`config.mk`:
```
export PLATFORM = sky130hd
export DESIGN_NAME = uart_rx_ovs
export DESIGN_NICKNAME = d
export VERILOG_FILES = /design/src/rtl/uart_rx_ovs.sv
export SDC_FILE = /design/constraint.sdc
export NUM_CORES = 1
export LEC_CHECK = 0
export CAP_MARGIN = 30
export CORE_MARGIN = 2
export CORE_UTILIZATION = 61
export CTS_CLUSTER_DIAMETER = 60
export DETAILED_ROUTE_END_ITERATION = 10
export GPL_TIMING_DRIVEN = 0
export PLACE_DENSITY = 0.95
export SYNTH_ARGS = -nofsm -noshare
export SYNTH_HDL_FRONTEND = slang
export SYNTH_SLANG_ARGS = --single-unit
```
`constraint.sdc`:
```
create_clock -name clk -period 4.4 [get_ports clk]
set_input_delay 0.44 -clock clk [delete_from_list [all_inputs] [get_ports clk]]
set_output_delay 0.44 -clock clk [all_outputs]
set_load 0.02 [all_outputs]
```
`src/rtl/uart_rx_ovs.sv`:
```
// uart_rx_ovs: oversampling UART receiver (majority-of-3 sampling, false-start
// rejection, 5..DATA_W data bits, 1/2 stop bits) feeding a first-word-fall-through FIFO.
// Optional parity support is compiled in when UART_RX_PARITY_EN is defined.
module uart_rx_ovs #(
  parameter int DATA_W = 8,
  parameter int OVS    = 16,
  parameter int DIV_W  = 16,
  parameter int DEPTH  = 4
) (
  input  logic                   clk,
  input  logic                   reset,
  input  logic [DIV_W-1:0]       baud_div,
  input  logic [3:0]             cfg_nbits,
  input  logic                   cfg_par_en,
  input  logic                   cfg_par_odd,
  input  logic                   cfg_stop2,
  input  logic                   rx,
  input  logic                   rd_en,
  output logic                   rd_valid,
  output logic [DATA_W-1:0]      rd_data,
  output logic                   rd_ferr,
  output logic                   rd_perr,
  output logic [$clog2(DEPTH):0] fifo_level,
  output logic                   overrun,
  input  logic                   ovr_clr,
  output logic                   rx_busy
);

  localparam int AW = $clog2(DEPTH);
  localparam int TW = $clog2(OVS);
  localparam logic [TW-1:0] IDX_S0   = TW'(OVS/2 - 1);
  localparam logic [TW-1:0] IDX_S1   = TW'(OVS/2);
  localparam logic [TW-1:0] IDX_DEC  = TW'(OVS/2 + 1);
  localparam logic [TW-1:0] IDX_LAST = TW'(OVS - 1);
  localparam logic [3:0]    NB_MIN   = 4'd5;
  localparam logic [3:0]    NB_MAX   = 4'(DATA_W);
  localparam logic [AW:0]   FULL_LVL = (AW+1)'(DEPTH);

  typedef enum logic [2:0] {
    S_IDLE    = 3'd0,
    S_START   = 3'd1,
    S_DATA    = 3'd2,
`ifdef UART_RX_PARITY_EN
    S_PARITY  = 3'd3,
`endif
    S_STOP    = 3'd4,
    S_BRKWAIT = 3'd5
  } state_t;

  state_t            state;
  logic              busy_q;
  logic              rx_s1, rx_s2, rx_d;
  logic [DIV_W-1:0]  cnt;
  logic [TW-1:0]     tick_idx;
  logic [3:0]        bit_cnt;
  logic              stop_idx;
  logic              smp0, smp1;
  logic [DATA_W-1:0] data_q;
  logic              ferr_q;
  logic [3:0]        nbits_sh;
  logic              stop2_sh;
  logic              perr_bit;
`ifdef UART_RX_PARITY_EN
  logic              par_en_sh, par_odd_sh, perr_q;
`endif

  logic running, tick, at_s0, at_s1, at_dec, bit_end, maj, last_stop, ferr_now;
  logic start_det, push;

  assign running   = (state == S_START) || (state == S_DATA) || (state == S_STOP)
`ifdef UART_RX_PARITY_EN
                     || (state == S_PARITY)
`endif
                     ;
  assign tick      = running && (cnt == '0);
  assign at_s0     = tick && (tick_idx == IDX_S0);
  assign at_s1     = tick && (tick_idx == IDX_S1);
  assign at_dec    = tick && (tick_idx == IDX_DEC);
  assign bit_end   = tick && (tick_idx == IDX_LAST);
  // Third sample is taken live at the decision tick.
  assign maj       = (smp0 & smp1) | (smp0 & rx_s2) | (smp1 & rx_s2);
  assign last_stop = !stop2_sh || stop_idx;
  assign ferr_now  = ferr_q | ~maj;
  assign start_det = (state == S_IDLE) && rx_d && !rx_s2;
  assign push      = (state == S_STOP) && at_dec && last_stop;
  assign rx_busy   = busy_q;
`ifdef UART_RX_PARITY_EN
  assign perr_bit  = perr_q;
`else
  assign perr_bit  = 1'b0;
`endif

  // Two-flop synchroniser plus one history flop for falling-edge detection.
  always_ff @(posedge clk or negedge reset) begin
    if (!reset) begin
      rx_s1 <= 1'b1;
      rx_s2 <= 1'b1;
      rx_d  <= 1'b1;
    end else begin
      rx_s1 <= rx;
      rx_s2 <= rx_s1;
      rx_d  <= rx_s2;
    end
  end

  // Oversample tick divider; parked at reload while no frame is in progress.
  always_ff @(posedge clk or negedge reset) begin
    if (!reset) begin
      cnt <= '0;
    end else if (!running || cnt == '0) begin
      cnt <= baud_div;
    end else begin
      cnt <= cnt - 1'b1;
    end
  end

  // Receive state machine: bit timing, majority sampling, frame assembly.
  always_ff @(posedge clk or negedge reset) begin
    if (!reset) begin
      state    <= S_IDLE;
      busy_q   <= 1'b0;
      tick_idx <= '0;
      bit_cnt  <= '0;
      stop_idx <= 1'b0;
      smp0     <= 1'b1;
      smp1     <= 1'b1;
      data_q   <= '0;
      ferr_q   <= 1'b0;
      nbits_sh <= NB_MAX;
      stop2_sh <= 1'b0;
`ifdef UART_RX_PARITY_EN
      par_en_sh  <= 1'b0;
      par_odd_sh <= 1'b0;
      perr_q     <= 1'b0;
`endif
    end else begin
      if (tick) tick_idx <= (tick_idx == IDX_LAST) ? '0 : tick_idx + 1'b1;
      if (at_s0) smp0 <= rx_s2;
      if (at_s1) smp1 <= rx_s2;
      case (state)
        S_IDLE: begin
          if (start_det) begin
            state    <= S_START;
            busy_q   <= 1'b1;
            tick_idx <= '0;
            bit_cnt  <= '0;
            stop_idx <= 1'b0;
            data_q   <= '0;
            ferr_q   <= 1'b0;
            nbits_sh <= (cfg_nbits < NB_MIN || cfg_nbits > NB_MAX) ? NB_MAX : cfg_nbits;
            stop2_sh <= cfg_stop2;
`ifdef UART_RX_PARITY_EN
            par_en_sh  <= cfg_par_en;
            par_odd_sh <= cfg_par_odd;
            perr_q     <= 1'b0;
`endif
          end
        end
        S_START: begin
          if (at_dec && maj) begin
            state  <= S_IDLE;
            busy_q <= 1'b0;
          end else if (bit_end) begin
            state <= S_DATA;
          end
        end
        S_DATA: begin
          if (at_dec) data_q <= data_q | (DATA_W'(maj) << bit_cnt);
          if (bit_end) begin
            if (bit_cnt == nbits_sh - 4'd1) begin
`ifdef UART_RX_PARITY_EN
              state <= par_en_sh ? S_PARITY : S_STOP;
`else
              state <= S_STOP;
`endif
            end else begin
              bit_cnt <= bit_cnt + 4'd1;
            end
          end
        end
`ifdef UART_RX_PARITY_EN
        S_PARITY: begin
          if (at_dec) perr_q <= maj ^ (^data_q) ^ par_odd_sh;
          if (bit_end) state <= S_STOP;
        end
`endif
        S_STOP: begin
          if (at_dec) begin
            ferr_q <= ferr_now;
            if (last_stop) begin
              // Framing error on all-zero data is a line break: hold until rx idles.
              if (ferr_now && data_q == '0) begin
                state <= S_BRKWAIT;
              end else begin
                state  <= S_IDLE;
                busy_q <= 1'b0;
              end
            end
          end else if (bit_end) begin
            stop_idx <= 1'b1;
          end
        end
        S_BRKWAIT: begin
          if (rx_s2) begin
            state  <= S_IDLE;
            busy_q <= 1'b0;
          end
        end
        default: begin
          state  <= S_IDLE;
          busy_q <= 1'b0;
        end
      endcase
    end
  end

  // Receive FIFO: {perr, ferr, data} words, head visible without a read.
  logic [DATA_W+1:0] mem [DEPTH];
  logic [AW-1:0]     wr_ptr, rd_ptr;
  logic [AW:0]       count;
  logic [DATA_W+1:0] head;
  logic              full, pop, wr;

  assign full = (count == FULL_LVL);
  assign pop  = rd_en && (count != '0);
  assign wr   = push && (!full || pop);
  assign head = mem[rd_ptr];

  // Storage array, written on accepted pushes only.
  always_ff @(posedge clk) begin
    if (wr) mem[wr_ptr] <= {perr_bit, ferr_now, data_q};
  end

  // Pointers, occupancy and sticky overrun; a set beats a same-cycle clear.
  always_ff @(posedge clk or negedge reset) begin
    if (!reset) begin
      wr_ptr  <= '0;
      rd_ptr  <= '0;
      count   <= '0;
      overrun <= 1'b0;
    end else begin
      if (wr)  wr_ptr <= wr_ptr + 1'b1;
      if (pop) rd_ptr <= rd_ptr + 1'b1;
      if (wr && !pop)      count <= count + 1'b1;
      else if (!wr && pop) count <= count - 1'b1;
      if (push && full && !pop) overrun <= 1'b1;
      else if (ovr_clr)         overrun <= 1'b0;
    end
  end

  assign rd_valid   = (count != '0);
  assign fifo_level = count;
  assign rd_data    = rd_valid ? head[DATA_W-1:0] : '0;
  assign rd_ferr    = rd_valid & head[DATA_W];
`ifdef UART_RX_PARITY_EN
  assign rd_perr    = rd_valid & head[DATA_W+1];
`else
  logic unused_par;
  assign unused_par = cfg_par_en ^ cfg_par_odd ^ head[DATA_W+1];
  assign rd_perr    = 1'b0;
`endif

endmodule

```
==> metrics.txt <==
final core occ=72.6%; share of synthesized registers carrying an async set or reset=60.9%; Clock Tree Root=clkbuf_8; die area=0.00806 mm2; antenna viol nets, final=0; # H-tree levels=3; Final Hold Vio Count=0; layout overhead on the synthesized area=16.2%; sequential share of the synthesized area=55.5%; worst hold path class=primary input to asynchronous set/reset pin; leakage power=2.05 nW; core area=0.00718 mm2; fin crit share=70.8%; largest net degree at the start of global routing=33; layout cells sized above 1=12.8%; Clock Skew=0.0166 ns; ANT cells=0; CP delay by family, top=buffers and inverters; Critical Path Sink Type=primary output; drt pass-1 iters=4; CTS clk-pin slew, worst paths=0.10 ns; Mapped Cells=381; cell row count=31; CTS resizes=0; Setup crit start kind=flop; RSZ-0062 raised after global routing=false; wire per inst=15.6 um; Vias=3053; fmax=321 MHz; final setup vio count=0; GPL Wtd Cong=0.812; PwrDens=402 mW/mm2; Worst-Margin Slew=0.796 ns; Die X=89.8 um; Worst EP arrival=2.67 ns; Yosys cell types=59; initial antenna violation count=0; Vias per Instance=5.69; VDD IR max=322 uV; CTS Hold Buffers Added=0; Slew headroom=47.0%; # DRC=0; DIE HEIGHT=89.8 um; Synth Register Bits=92; Final #Nets=474; hpwl dp=6070 um; Cell Chain, Critical Path=buf_1 -> mux4_2 -> and2_1 -> clkdlybuf4s50_1; CP Max Fanout=10; synth warn=0; total of max-cap violations=0; outcome=complete, no violations; first-pass GRT wire length=14700 um; fill count=481; CTS tree=done; most numerous cell in the Yosys netlist=dfrtp_1; port buffer count=40; crit path kind=flop to primary output; EDFF count, synth=36; initial core utilization=62.5%; CTS Buf Count=9; GRT Util Overall=22.7%; Setup TNS=0 ns; Most used DFF post-synth=dfrtp_1; Setup Buffers After CTS=0; IO Count=44; CP max stage delay=0.62 ns; final WL=8380 um; Max Root-Sink Buffers=2; post-synth top area cell=dfrtp_1; total gr overflow=0; syn_area_per_cell=11.8 um2; number of global-route vias before repair=3164; Post-Syn Nets=422; WP buf/inv=2; slowest CP cell=buf_1; count of pins over their slew limit=0; Sink Count=92; post-synthesis cell area=0.00449 mm2; DR iter-0 viols=192; Clock Latency Late Sink=0.37 ns; data required time of the critical path=3.96 ns; Commonest cells post-synth=dfrtp_1, nand2_1, edfxtp_1; ranking of synthesized cells by area=dfrtp_1, edfxtp_1, mux4_2; minimum clock period=3.11 ns; top cell type's share of synthesized area=27.9%
[per-layer routing]
metal  part of all wire [%]  vias to the layer above  track usage (%)  routed length (um)
li1                       -                     1474                -                   -
met1                     42                     1498             27.8                3490
met2                     53                       73             40.8                4450
met3                    4.1                        8             5.03                 345
met4                    1.1                        0             6.54                  94
met5                      0                        -                0                   0
[worst register-to-register path, delay by kind of cell, from the launching register on]
family        cells  cell delay, ns
simple gates      5            1.56
xor+xnor          2            0.32
flops             1            0.46
buf+inv           1            0.06
fa+ha+maj         2            0.63
[layout by cell type (no fill, tap or decap), types with 3 or more instances in the layout]
master	instances
ha_1	12
mux2_2	3
nand4_1	8
clkbuf_8	9
nor2b_1	5
and3_1	3
nor2_1	16
nor4_1	5
or3_1	4
clkbuf_1	11
o31ai_1	4
o21ai_0	24
clkdlybuf4s50_1	39
edfxtp_1	36
inv_6	4
a21oi_1	11
inv_1	14
nand2_1	45
o21a_1	4
xnor2_1	15
xor2_1	12
dfstp_2	6
nor3_1	10
and2_2	4
and2_1	12
mux4_2	9
dfrtp_1	50
nand3_1	14
[report_power, final]
| group | total, W | internal (W) | switching (W) |
|---|---|---|---|
| combinational | 0.000438 | 0.000208 | 0.000229 |
| clock | 0.000549 | 0.000218 | 0.000331 |
| sequential | 0.00111 | 0.000994 | 0.000114 |
| total | 0.00210 | 0.00142 | 0.000674 |
[cells by family (layout without fill, tap and decap cells)]
group	Yosys count	after routing	share of synthesized area (%)
adder cells (fa/ha/maj)	14	14	4.02
AND/OR/NAND/NOR	145	145	18.0
buffers and inverters	28	85	2.45
other	1	1	0.0836
flip-flops	92	92	55.5
AO/OA/AOI/OAI	58	58	8.14
XOR/XNOR	28	28	5.80
multiplexers	15	15	6.05
[path summary, 6_finish.rpt]
| kind | to | depth (start not counted) | start | slack (ns) |
|---|---|---|---|---|
| setup / recovery | rd_data[4] | 4 | rd_ptr[0] | 1.29 |
| hold / removal | nbits_sh[1] | 1 | reset | 0.06 |
| setup reg to reg | fifo_level[2] | 10 | cnt[2] | 1.30 |
| hold reg to reg | rx_s2 | 0 | rx_s1 | 0.36 |
| max in group asynchronous | rx_d | 2 | reset | 3.68 |
| min in group clk | rx_s2 | 0 | rx_s1 | 0.36 |
[per-stage QoR]
stage / std cells / area, um2 / power [W] / setup WS, ns / hold slack (ns)
finish: 537 / 5210 / 0.00210 / 1.29 / 0.0575
global placement: 520 / 5010 / 0.00152 / 1.19 / 0.347
CTS: 537 / 5210 / 0.00211 / 1.21 / 0.0634
global route: 537 / 5210 / 0.00221 / 1.06 / 0.0917
detailed placement: 521 / 5030 / 0.00156 / 1.36 / 0.347
floorplan: 381 / 4490 / 0.00142 / 1.64 / 0.144
[layout make-up]
| cell class | count | area [um2] | area share, % |
|---|---|---|---|
| plain buffers | 14 | 57.6 | 1.10 |
| clock buffers | 9 | 124 | 2.38 |
| clock inverters | 7 | 62.6 | 1.20 |
| inverters | 14 | 52.6 | 1.01 |
| multi-input cells | 261 | 1890 | 36.2 |
| flip-flops and latches | 92 | 2490 | 47.8 |
| well taps | 99 | 124 | 2.38 |
| repair buffers | 41 | 415 | 7.97 |
[flip-flops by register name (all words and copies together), names as in the netlist, 2 cells and up]
register and count:
mem 36, cnt 16, data_q 8, bit_cnt 4
nbits_sh 4, tick_idx 4, fifo_level 3, state 3
rd_ptr 2, wr_ptr 2
Power figures use the tool's default switching activity.
==> RTL change (config.mk and constraints unchanged) <==
The option `UART_RX_PARITY_EN` is turned on by a define.
--- a/src/rtl/uart_rx_ovs.sv
+++ b/src/rtl/uart_rx_ovs.sv
@@ -1,6 +1,8 @@
 // uart_rx_ovs: oversampling UART receiver (majority-of-3 sampling, false-start
 // rejection, 5..DATA_W data bits, 1/2 stop bits) feeding a first-word-fall-through FIFO.
 // Optional parity support is compiled in when UART_RX_PARITY_EN is defined.
+`define UART_RX_PARITY_EN
+
 module uart_rx_ovs #(
   parameter int DATA_W = 8,
   parameter int OVS    = 16,
Behaviour: no difference found for any inputs over 10 cycles, from zero or initial values and one cycle with reset low; that may be too few to reach the edited logic, so the function may still have changed.
==> RTL change against the original RTL <==
- area after synthesis rose by 8.6%
- count of clock-buffer cells in the layout rose by 2
- sequential cell count rose by 7
- cell area rose by 9.0%
- worst setup slack got worse by 0.099 ns
- register-to-register slack improved by 0.03 ns
- die area rose by 8.3%
- routed wire length rose by 12%
- critical endpoint is now rd_data[1]
- highest routed layer unchanged
Power is not compared: it rests on default switching activity, and its combinational part moved more than twofold at a synthesized area within 25%.
==> RTL change: results (changes against the original RTL) <==
- Synth Area in XOR/XNOR: 6.057% (+0.26 points)
- Number of global-route vias before repair: 3389 (+7.1%)
- Global-route wire length before repair: 16100 um (+9.3%)
- The sequential cell area fraction in the yosys report is 55.08% (-0.41 points).
- GRT Total Usage: 24.07% (+1.3 points)
- Outcome: completed
- Count of non-filler cells in the finished layout: 578 (+7.6%)
* Area share of the largest cell type after synthesis: 27.21% (-0.68 points)
- Largest registers: mem: 40 flops, cnt: 16 flops, data_q: 8 flops
- The filler cell count in the final layout is 499 (+3.7%).
* Gate Count Post-Synth: 416 (+9.2%)
- Detailed router's first-iteration violation count: 252 (+31%)
- Transition time at the pin with the least slew margin: 0.9137 ns (+0.1181 ns)
- The logic depth of the worst register-to-register path came to 11 (+1).
- Total placed cells including tap cells: 562 (+7.9%)
* Source of the critical timing path: rd_ptr[0]
* Number of port buffers: 43 (+7.5%)
- Yosys attributes the largest share of cell area to sky130_fd_sc_hd__dfrtp_1 (27%), sky130_fd_sc_hd__edfxtp_1 (25%), sky130_fd_sc_hd__mux4_2 (4.6%), sky130_fd_sc_hd__ha_1 (4.1%), sky130_fd_sc_hd__o21ai_0 (3.5%).
- Final nets: 516 (+8.9%)
* DP Wirelength: 6787 um (+12%)
* Distinct cell type count of the synthesized netlist: 51 (-14%)
- Share of the synthesized area in compound gates (AO/OA/AOI/OAI): 9.600% (+1.5 points)
- The share of synthesized area spent on multiplexers is 6.443% (+0.39 points).
* Total Wirelength: 9416 um (+12%)
- The final weighted congestion in routability-driven placement is 0.9084 (+12%).
- Fraction of the mapped netlist area in adder cells: 4.517% (+0.50 points)
- The fraction of final layout cells with drive strength greater than 1 came to 10.92% (-1.9 points).
- Number of nets in the synthesized netlist: 461 (+9.2%)
* Largest incremental delay on the critical path: 0.65 ns (+0.03 ns)
- By count the netlist is led by sky130_fd_sc_hd__dfrtp_1 (53), sky130_fd_sc_hd__nand2_1 (42), sky130_fd_sc_hd__edfxtp_1 (40), sky130_fd_sc_hd__o21ai_0 (34), sky130_fd_sc_hd__nor2_1 (29).
- The count of flip-flops with a built-in enable after synthesis was 40 (+11%).
- Source of the worst register-to-register timing path: cnt[11]
- Post-detailed-route via-to-cell ratio: 5.796 (+1.9%)
## RTL change: logic make-up after synthesis
logic type      after synthesis
simple gates                140
buf+inv                      37
compound gates               73
flops                        99
mux                          18
fa+ha+maj                    17
xor+xnor                     32
## RTL change: metrics by stage
stage	instance area (sq um)	worst slack (ns)
floorplan	4875	1.796
global placement	5433	1.099
detailed placement	5448	1.385
CTS	5680	1.111
global route	5680	0.9370
finish	5680	1.187
## RTL change: cell type report
type,count,area (sq um),share of cell area [%]
Sequential cell,99,2685,47.27
Multi-Input combinational cell,280,2041,35.93
Timing Repair Buffer,44,445.4,7.841
Clock buffer,11,151.4,2.665
Tap cell,102,127.6,2.247
Inverter,22,82.58,1.454
Clock inverter,5,81.33,1.432
Buffer,15,66.31,1.167
## RTL change: routing by layer
metal	GRT usage (%)	routed length [um]	up-vias
li1	-	-	1574
met1	30.04	3906	1649
met2	41.91	4915	106
met3	3.465	389	21
met4	10.42	205	0
met5	0	0	-
## RTL change: path summary, 6_finish.rpt
| check | slack, ns | endpoint |
|---|---|---|
| setup / recovery | 1.19 | rd_data[1] |
| hold / removal | 0.07 | state[0] |
| setup reg to reg | 1.33 | fifo_level[2] |
| hold reg to reg | 0.36 | rx_s2 |
| max in group asynchronous | 3.68 | nbits_sh[3] |
| min in group clk | 0.36 | rx_s2 |
## RTL change: power groups by stage
stage	registers [mW]	logic, mW	clock network (mW)
final	1.29	1.05	0.664
after global routing	1.32	1.16	0.705
after CTS	1.29	1.05	0.673
after detailed placement	1.31	1.04	0
after global placement	1.29	0.985	0
after floorplan	1.29	0.760	0
